==> config.mk <==
export PLATFORM = sky130hd
export DESIGN_NAME = bp_me_cce_trace_capture
export DESIGN_NICKNAME = d
export VERILOG_FILES = /design/src/rtl/bp_me_pkg.sv /design/src/rtl/bsg_fifo_1r1w_small.sv /design/src/rtl/bp_me_cce_trace_capture.sv
export SDC_FILE = /design/constraint.sdc
export NUM_CORES = 2
export LEC_CHECK = 0
export ABC_AREA = 1
export BUFFER_PORTS_ARGS = -buffer_cell sky130_fd_sc_hd__buf_2
export CELL_PAD_IN_SITES_DETAIL_PLACEMENT = 0
export CELL_PAD_IN_SITES_GLOBAL_PLACEMENT = 1
export CORE_MARGIN = 2
export CORE_UTILIZATION = 40
export CTS_BUF_LIST = sky130_fd_sc_hd__clkbuf_4
export CTS_CLUSTER_SIZE = 30
export DETAILED_ROUTE_END_ITERATION = 16
export GPL_ROUTABILITY_DRIVEN = 0
export PLACE_DENSITY = 0.7
export SYNTH_ARGS = -nofsm -noshare
export SYNTH_HDL_FRONTEND = slang
export SYNTH_SLANG_ARGS = --single-unit
==> constraint.sdc <==
create_clock -name clk_i -period 9.8 [get_ports clk_i]
set_input_delay 0.49 -clock clk_i [delete_from_list [all_inputs] [get_ports clk_i]]
set_output_delay 0.49 -clock clk_i [all_outputs]
set_load 0.02 [all_outputs]
==> src/rtl/bp_me_pkg.sv <==
// Shared trace-capture types: channel index enum and the default-width trace record.
package bp_me_pkg;

  localparam int trace_chan_id_width_gp = 3;
  localparam int trace_type_width_gp    = 4;

  typedef enum logic [2:0] {
    e_trace_lce_req  = 3'd0,
    e_trace_lce_resp = 3'd1,
    e_trace_lce_cmd  = 3'd2,
    e_trace_mem_cmd  = 3'd3,
    e_trace_mem_resp = 3'd4
  } bp_me_trace_chan_e;

  // Record layout at the default 32-bit timestamp / 40-bit address widths.
  typedef struct packed {
    logic [31:0]       ts;
    bp_me_trace_chan_e chan_id;
    logic [3:0]        msg_type;
    logic [39:0]       addr;
  } bp_me_trace_rec_s;

endpackage

==> src/rtl/bsg_fifo_1r1w_small.sv <==
// Small first-word-fall-through FIFO; ready_o reflects only occupancy, so a full
// FIFO refuses enqueue even when the head is being dequeued in the same cycle.
module bsg_fifo_1r1w_small
  #(parameter int width_p = 8
    ,parameter int els_p  = 8
    )
  (input  logic               clk_i
   ,input  logic              reset_i
   ,input  logic              v_i
   ,output logic              ready_o
   ,input  logic [width_p-1:0] data_i
   ,output logic              v_o
   ,output logic [width_p-1:0] data_o
   ,input  logic              yumi_i
   );

  localparam int ptr_w_lp = (els_p > 1) ? $clog2(els_p) : 1;

  logic [width_p-1:0]  mem_q [els_p];
  logic [ptr_w_lp-1:0] wptr_q, wptr_d, rptr_q, rptr_d;
  logic [ptr_w_lp:0]   count_q, count_d;
  logic                enq, deq;

  assign ready_o = (count_q != (ptr_w_lp+1)'(els_p));
  assign v_o     = (count_q != '0);
  assign data_o  = mem_q[rptr_q];
  assign enq     = v_i & ready_o;
  assign deq     = yumi_i & v_o;

  always_comb begin
    wptr_d  = enq ? wptr_q + 1'b1 : wptr_q;
    rptr_d  = deq ? rptr_q + 1'b1 : rptr_q;
    count_d = count_q;
    case ({enq, deq})
      2'b10:   count_d = count_q + 1'b1;
      2'b01:   count_d = count_q - 1'b1;
      default: count_d = count_q;
    endcase
  end

  always_ff @(posedge clk_i) begin
    if (reset_i) begin
      wptr_q  <= '0;
      rptr_q  <= '0;
      count_q <= '0;
    end else begin
      wptr_q  <= wptr_d;
      rptr_q  <= rptr_d;
      count_q <= count_d;
    end
  end

  always_ff @(posedge clk_i) begin
    if (enq)
      mem_q[wptr_q] <= data_i;
  end

endmodule

==> src/rtl/bp_me_cce_trace_capture.sv <==
// Captures CCE header handshakes into one pending slot per channel, then moves slots
// round-robin into a record FIFO, stamping each with a free-running cycle counter.
module bp_me_cce_trace_capture
  import bp_me_pkg::*;
  #(parameter int num_chan_p     = 5
    ,parameter int paddr_width_p = 40
    ,parameter int ts_width_p    = 32
    ,parameter int fifo_els_p    = 8
    )
  (input  logic                                clk_i
   ,input  logic                               reset_i
   ,input  logic                               freeze_i
   ,input  logic [num_chan_p-1:0]              chan_v_i
   ,input  logic [4*num_chan_p-1:0]            chan_type_i
   ,input  logic [paddr_width_p*num_chan_p-1:0] chan_addr_i
   ,output logic [ts_width_p+trace_chan_id_width_gp+trace_type_width_gp+paddr_width_p-1:0] trace_o
   ,output logic                               trace_v_o
   ,input  logic                               trace_ready_and_i
   ,output logic [15:0]                        drop_count_o
   );

  localparam int rec_width_lp = ts_width_p + trace_chan_id_width_gp
                              + trace_type_width_gp + paddr_width_p;

  logic [ts_width_p-1:0]    ts_q, ts_d;
  logic [num_chan_p-1:0]    slot_v_q, slot_v_d, load, drop, grant;
  logic [ts_width_p-1:0]    slot_ts_q   [num_chan_p];
  logic [3:0]               slot_type_q [num_chan_p];
  logic [paddr_width_p-1:0] slot_addr_q [num_chan_p];
  logic [2:0]               rr_q, rr_d;
  logic [15:0]              drop_cnt_q, drop_cnt_d;
  logic [16:0]              drop_sum;
  logic                     fifo_ready, grant_v;
  logic [rec_width_lp-1:0]  enq_rec;
  logic [3:0]               arb_sum;
  logic [2:0]               arb_idx;

  assign ts_d = ts_q + 1'b1;

  // Search starts at rr_q and wraps; the first valid slot wins when the FIFO has room.
  always_comb begin
    grant   = '0;
    grant_v = 1'b0;
    enq_rec = '0;
    rr_d    = rr_q;
    arb_sum = '0;
    arb_idx = '0;
    for (int i = 0; i < num_chan_p; i++) begin
      arb_sum = {1'b0, rr_q} + 4'(i);
      if (arb_sum >= 4'(num_chan_p))
        arb_sum = arb_sum - 4'(num_chan_p);
      arb_idx = arb_sum[2:0];
      if (fifo_ready && !grant_v && slot_v_q[arb_idx]) begin
        grant_v          = 1'b1;
        grant[arb_idx]   = 1'b1;
        enq_rec          = {slot_ts_q[arb_idx], arb_idx, slot_type_q[arb_idx], slot_addr_q[arb_idx]};
        rr_d             = (arb_idx == 3'(num_chan_p-1)) ? 3'd0 : arb_idx + 3'd1;
      end
    end
  end

  // A granted slot may be reloaded in the same cycle; only an ungranted full slot drops.
  for (genvar gi = 0; gi < num_chan_p; gi++) begin : g_slot
    assign load[gi]     = chan_v_i[gi] & ~freeze_i & (~slot_v_q[gi] | grant[gi]);
    assign drop[gi]     = chan_v_i[gi] & ~freeze_i & slot_v_q[gi] & ~grant[gi];
    assign slot_v_d[gi] = load[gi] | (slot_v_q[gi] & ~grant[gi]);
  end

  always_ff @(posedge clk_i) begin
    for (int c = 0; c < num_chan_p; c++) begin
      if (load[c]) begin
        slot_ts_q[c]   <= ts_q;
        slot_type_q[c] <= chan_type_i[4*c +: 4];
        slot_addr_q[c] <= chan_addr_i[paddr_width_p*c +: paddr_width_p];
      end
    end
  end

  always_comb begin
    drop_sum = {1'b0, drop_cnt_q};
    for (int i = 0; i < num_chan_p; i++)
      drop_sum = drop_sum + 17'(drop[i]);
    drop_cnt_d = drop_sum[16] ? 16'hFFFF : drop_sum[15:0];
  end

  always_ff @(posedge clk_i) begin
    if (reset_i) begin
      ts_q       <= '0;
      slot_v_q   <= '0;
      rr_q       <= '0;
      drop_cnt_q <= '0;
    end else begin
      ts_q       <= ts_d;
      slot_v_q   <= slot_v_d;
      rr_q       <= rr_d;
      drop_cnt_q <= drop_cnt_d;
    end
  end

  assign drop_count_o = drop_cnt_q;

  bsg_fifo_1r1w_small
    #(.width_p (rec_width_lp)
      ,.els_p  (fifo_els_p)
      )
    trace_fifo
    (.clk_i    (clk_i)
     ,.reset_i (reset_i)
     ,.v_i     (grant_v)
     ,.ready_o (fifo_ready)
     ,.data_i  (enq_rec)
     ,.v_o     (trace_v_o)
     ,.data_o  (trace_o)
     ,.yumi_i  (trace_v_o & trace_ready_and_i)
     );

endmodule

==> impl_results.rst <==
.. list-table::
   :header-rows: 1

   * - Metric
     - Value
   * - Standard-cell row count
     - approximately 140
   * - Antenna violations before repair
     - 4
   * - Final hold viol count
     - 0
   * - Maximum number of pins on one net before global-route repair
     - between 150 and 200
   * - Async set or reset register ratio after synthesis
     - 0
   * - Number of hold-repair buffers added at the cts stage
     - 455
   * - Inserted Clock Buffers
     - between 300 and 400
   * - Overall die area
     - 141,400 um^2
   * - Post-DP HPWL
     - 121.0 mm
   * - Fmax
     - 0.1227 GHz
   * - Initial standard-cell utilization of the core
     - 0.4028
   * - Transition time at the pin with the least slew margin
     - between 1 and 1.5 ns
   * - Count of flip-flops with a built-in enable after synthesis
     - ~1,000
   * - Placed cell areas
     - a little under 60,000 um^2
   * - Number of synthesized register bits
     - 1,081
   * - Max-capacitance violation count
     - 0
   * - Number of library cell types mapped by synthesis
     - between 50 and 60
   * - Arrival @ worst endpoint
     - 9.32 ns
   * - Final setup fails
     - 0
   * - Highest net fanout along the worst path
     - 42
   * - Critical path endpoint category
     - flip-flop
   * - Critical path's top delay family
     - simple AND/OR/NAND/NOR gates
   * - Initial detailed-routing violation count
     - between 5,000 and 6,000
   * - Classification of the worst-slack hold path
     - in -> reg
   * - Global-route wire length before repair
     - approximately 310 mm
   * - Slowest cell on the critical path
     - sky130_fd_sc_hd__dfxtp_1
   * - Share of the clock period used by the worst path
     - 0.8316
   * - Die Y
     - 376.1 um
   * - Final standard cell area without fillers
     - about 67,000 um^2
   * - H-tree levels
     - 5
   * - Total vias in the final route
     - between 50,000 and 60,000
   * - I/O Buffers
     - roughly 320
   * - Die X
     - about 380 um
   * - Setup repair after global routing missed its margin
     - false
   * - Layout cell share with drive strength beyond 1
     - 0.1379
   * - Main synth FF type
     - sky130_fd_sc_hd__edfxtp_1
   * - Post-cts repair resize count
     - 0
   * - Pre-antenna DRT Iters
     - 7
   * - Combined buffer and inverter count along the critical path
     - 6
   * - Core region area
     - between 100,000 and 150,000 um^2
   * - Sequential share of the synthesized area
     - 0.5737
   * - Synthesis-to-layout area growth
     - 20.22%
   * - Classification of the worst setup path
     - reg -> reg
   * - Clock tree sinks
     - between 1,000 and 1,500
   * - Layout net count
     - about 7,000
   * - Pins Over Slew Limit
     - 0
   * - Number of synthesis warnings
     - 0
   * - DRC violation count after routing
     - 0
   * - Remaining Overflow, GRT
     - 0
   * - Delay of the slowest critical-path stage
     - 0.82 ns
   * - Detailed Route WL
     - 215.5 mm
   * - Minimum period implied by the final worst setup slack
     - just over 8 ns
   * - Maximum buffer depth of the clock tree
     - 4
   * - Status
     - finished clean
   * - Critical path data required time
     - roughly 11 ns
   * - Clock slew at reported path FFs
     - 0.06 ns
   * - Combined global-route utilization of all metal layers
     - 0.2966
   * - Worst clock skew
     - roughly 0.12 ns
   * - Post-Syn Instances
     - about 6,000
   * - Clock tree from TritonCTS
     - yes
   * - Setup_tns
     - 0 ns
   * - Number of vias per cell after detailed routing
     - approximately 6
   * - Worst Setup Start Kind
     - flip-flop
   * - Clock network latency to the later pin of the worst-skew pair
     - between 1 and 1.5 ns
   * - Num ports
     - around 330
   * - Mean post-synth cell area
     - roughly 9.3 um^2
   * - Clk Tree Root Cell
     - sky130_fd_sc_hd__clkbuf_4
   * - Final ANT Viol Nets
     - 0
   * - Buffer count from post-CTS setup fixing
     - 0
   * - Mapped Nets
     - just over 6,000
   * - Relative max-transition margin
     - 0.1223
   * - Via count of the first global-routing pass
     - approximately 49,000
   * - WL/cell
     - about 25 um
   * - Cell area after synthesis
     - around 55,000 um^2
## layout make-up
cell class,count,area [um^2]
Timing Repair Buffer,863,6907
Clock inverter,95,483.0
Fill cell,12823,70910
Inverter,349,1336
Clock buffer,422,3168
Antenna cell,5,12.51
Sequential cell,1081,31780
Multi-Input combinational cell,4044,20650
Tap cell,1794,2245
## state kept, by name (all words and copies together), names as in the netlist, named ones only
register / count
trace_fifo.mem_q: 632
slot_addr_q: 200
slot_ts_q: 160
ts_q: 32
slot_type_q: 20
drop_count_o: 16
slot_v_q: 5
trace_fifo.count_q: 4
rr_q: 3
trace_fifo.rptr_q: 3
trace_fifo.wptr_q: 3
## per-stage QoR
| step | std cells | utilization | hold WS (ns) | worst slack, ns |
|---|---|---|---|---|
| after detailed placement | 7676 | 0.4245 | 0.4554 | 1.787 |
| final | 8653 | 0.4842 | 0.1343 | 1.650 |
| after global routing | 8652 | 0.4842 | 0.05476 | 1.184 |
| after global placement | 7676 | 0.4245 | 0.4582 | 1.933 |
| after CTS | 8648 | 0.4841 | 0.006917 | 1.770 |
| after floorplan | 5936 | - | 0.4334 | 2.620 |
## cell usage after synthesis (all sizes together), types with 2 or more instances
cell type,n,area share
o21ai,1040,0.094
edfxtp,1012,0.55
nor2,901,0.062
nand2,619,0.042
a21oi,525,0.048
clkbuf,361,0.024
inv,345,0.023
a31oi,138,0.016
o211ai,109,0.015
o22ai,105,0.012
nand3,103,0.0099
buf,101,0.0095
o31ai,85,0.012
nor3,75,0.0069
dfxtp,69,0.025
nand4,60,0.0073
o2111ai,59,0.0093
a22oi,55,0.0075
o221ai,52,0.0082
a211oi,29,0.0039
ha,27,0.0061
nor4,23,0.0026
or2,7,0.00079
xnor2,7,0.0011
xor2,7,0.0012
o21a,6,0.00081
fa,5,0.0018
clkinv,4,0.00029
and2,2,0.00023
and3,2,0.00023
## worst paths after layout
path                        start                   end  slack [ns]  cells after the start
max                       rr_q[0]       drop_count_o[9]        1.65                     29
min                chan_type_i[0]     slot_type_q[0][0]        0.13                      2
max reg2reg               rr_q[0]       drop_count_o[9]        1.65                     29
min reg2reg  trace_fifo.rptr_q[2]  trace_fifo.rptr_q[2]        0.46                      2
## metal layers
layer	part of all wire	GRT usage
met5	0	0
met4	0.034	0.1139
met3	0.098	0.06366
met2	0.46	0.4753
met1	0.40	0.3939
## layout by cell type, fill, tap and decap left out, drive strengths merged, types with 6 or more instances in the layout
| cell | n |
|---|---|
| a211oi | 29 |
| a21oi | 525 |
| a22oi | 55 |
| a31oi | 138 |
| buf | 408 |
| clkbuf | 422 |
| clkinv | 88 |
| dfxtp | 69 |
| dlygate4sd3 | 455 |
| edfxtp | 1012 |
| ha | 27 |
| inv | 352 |
| nand2 | 619 |
| nand3 | 103 |
| nand4 | 60 |
| nor2 | 901 |
| nor3 | 75 |
| nor4 | 23 |
| o2111ai | 59 |
| o211ai | 109 |
| o21a | 6 |
| o21ai | 1040 |
| o221ai | 52 |
| o22ai | 105 |
| o31ai | 85 |
| or2 | 7 |
| xnor2 | 7 |
| xor2 | 7 |
## worst register-to-register path: cells and delay by family (launching register included)
family	cells	cell delay (ns)
xor+xnor	1	0.37
flops	1	0.82
buf+inv	6	1.40
fa+ha+maj	5	1.92
simple gates	14	3.20
compound gates	3	0.36
## cell families after synthesis
logic type                 synth area share
AOI/OAI and AO/OA                    0.2257
xor gates and xnor gates           0.002350
adders and majority gates          0.007907
buffers and inverters               0.05766
DFF                                  0.5737
and+or+nand+nor                      0.1328
Power is left out: the tool's default activity adds up to more than one toggle a clock period on the data nets, which glitch-free logic cannot reach.
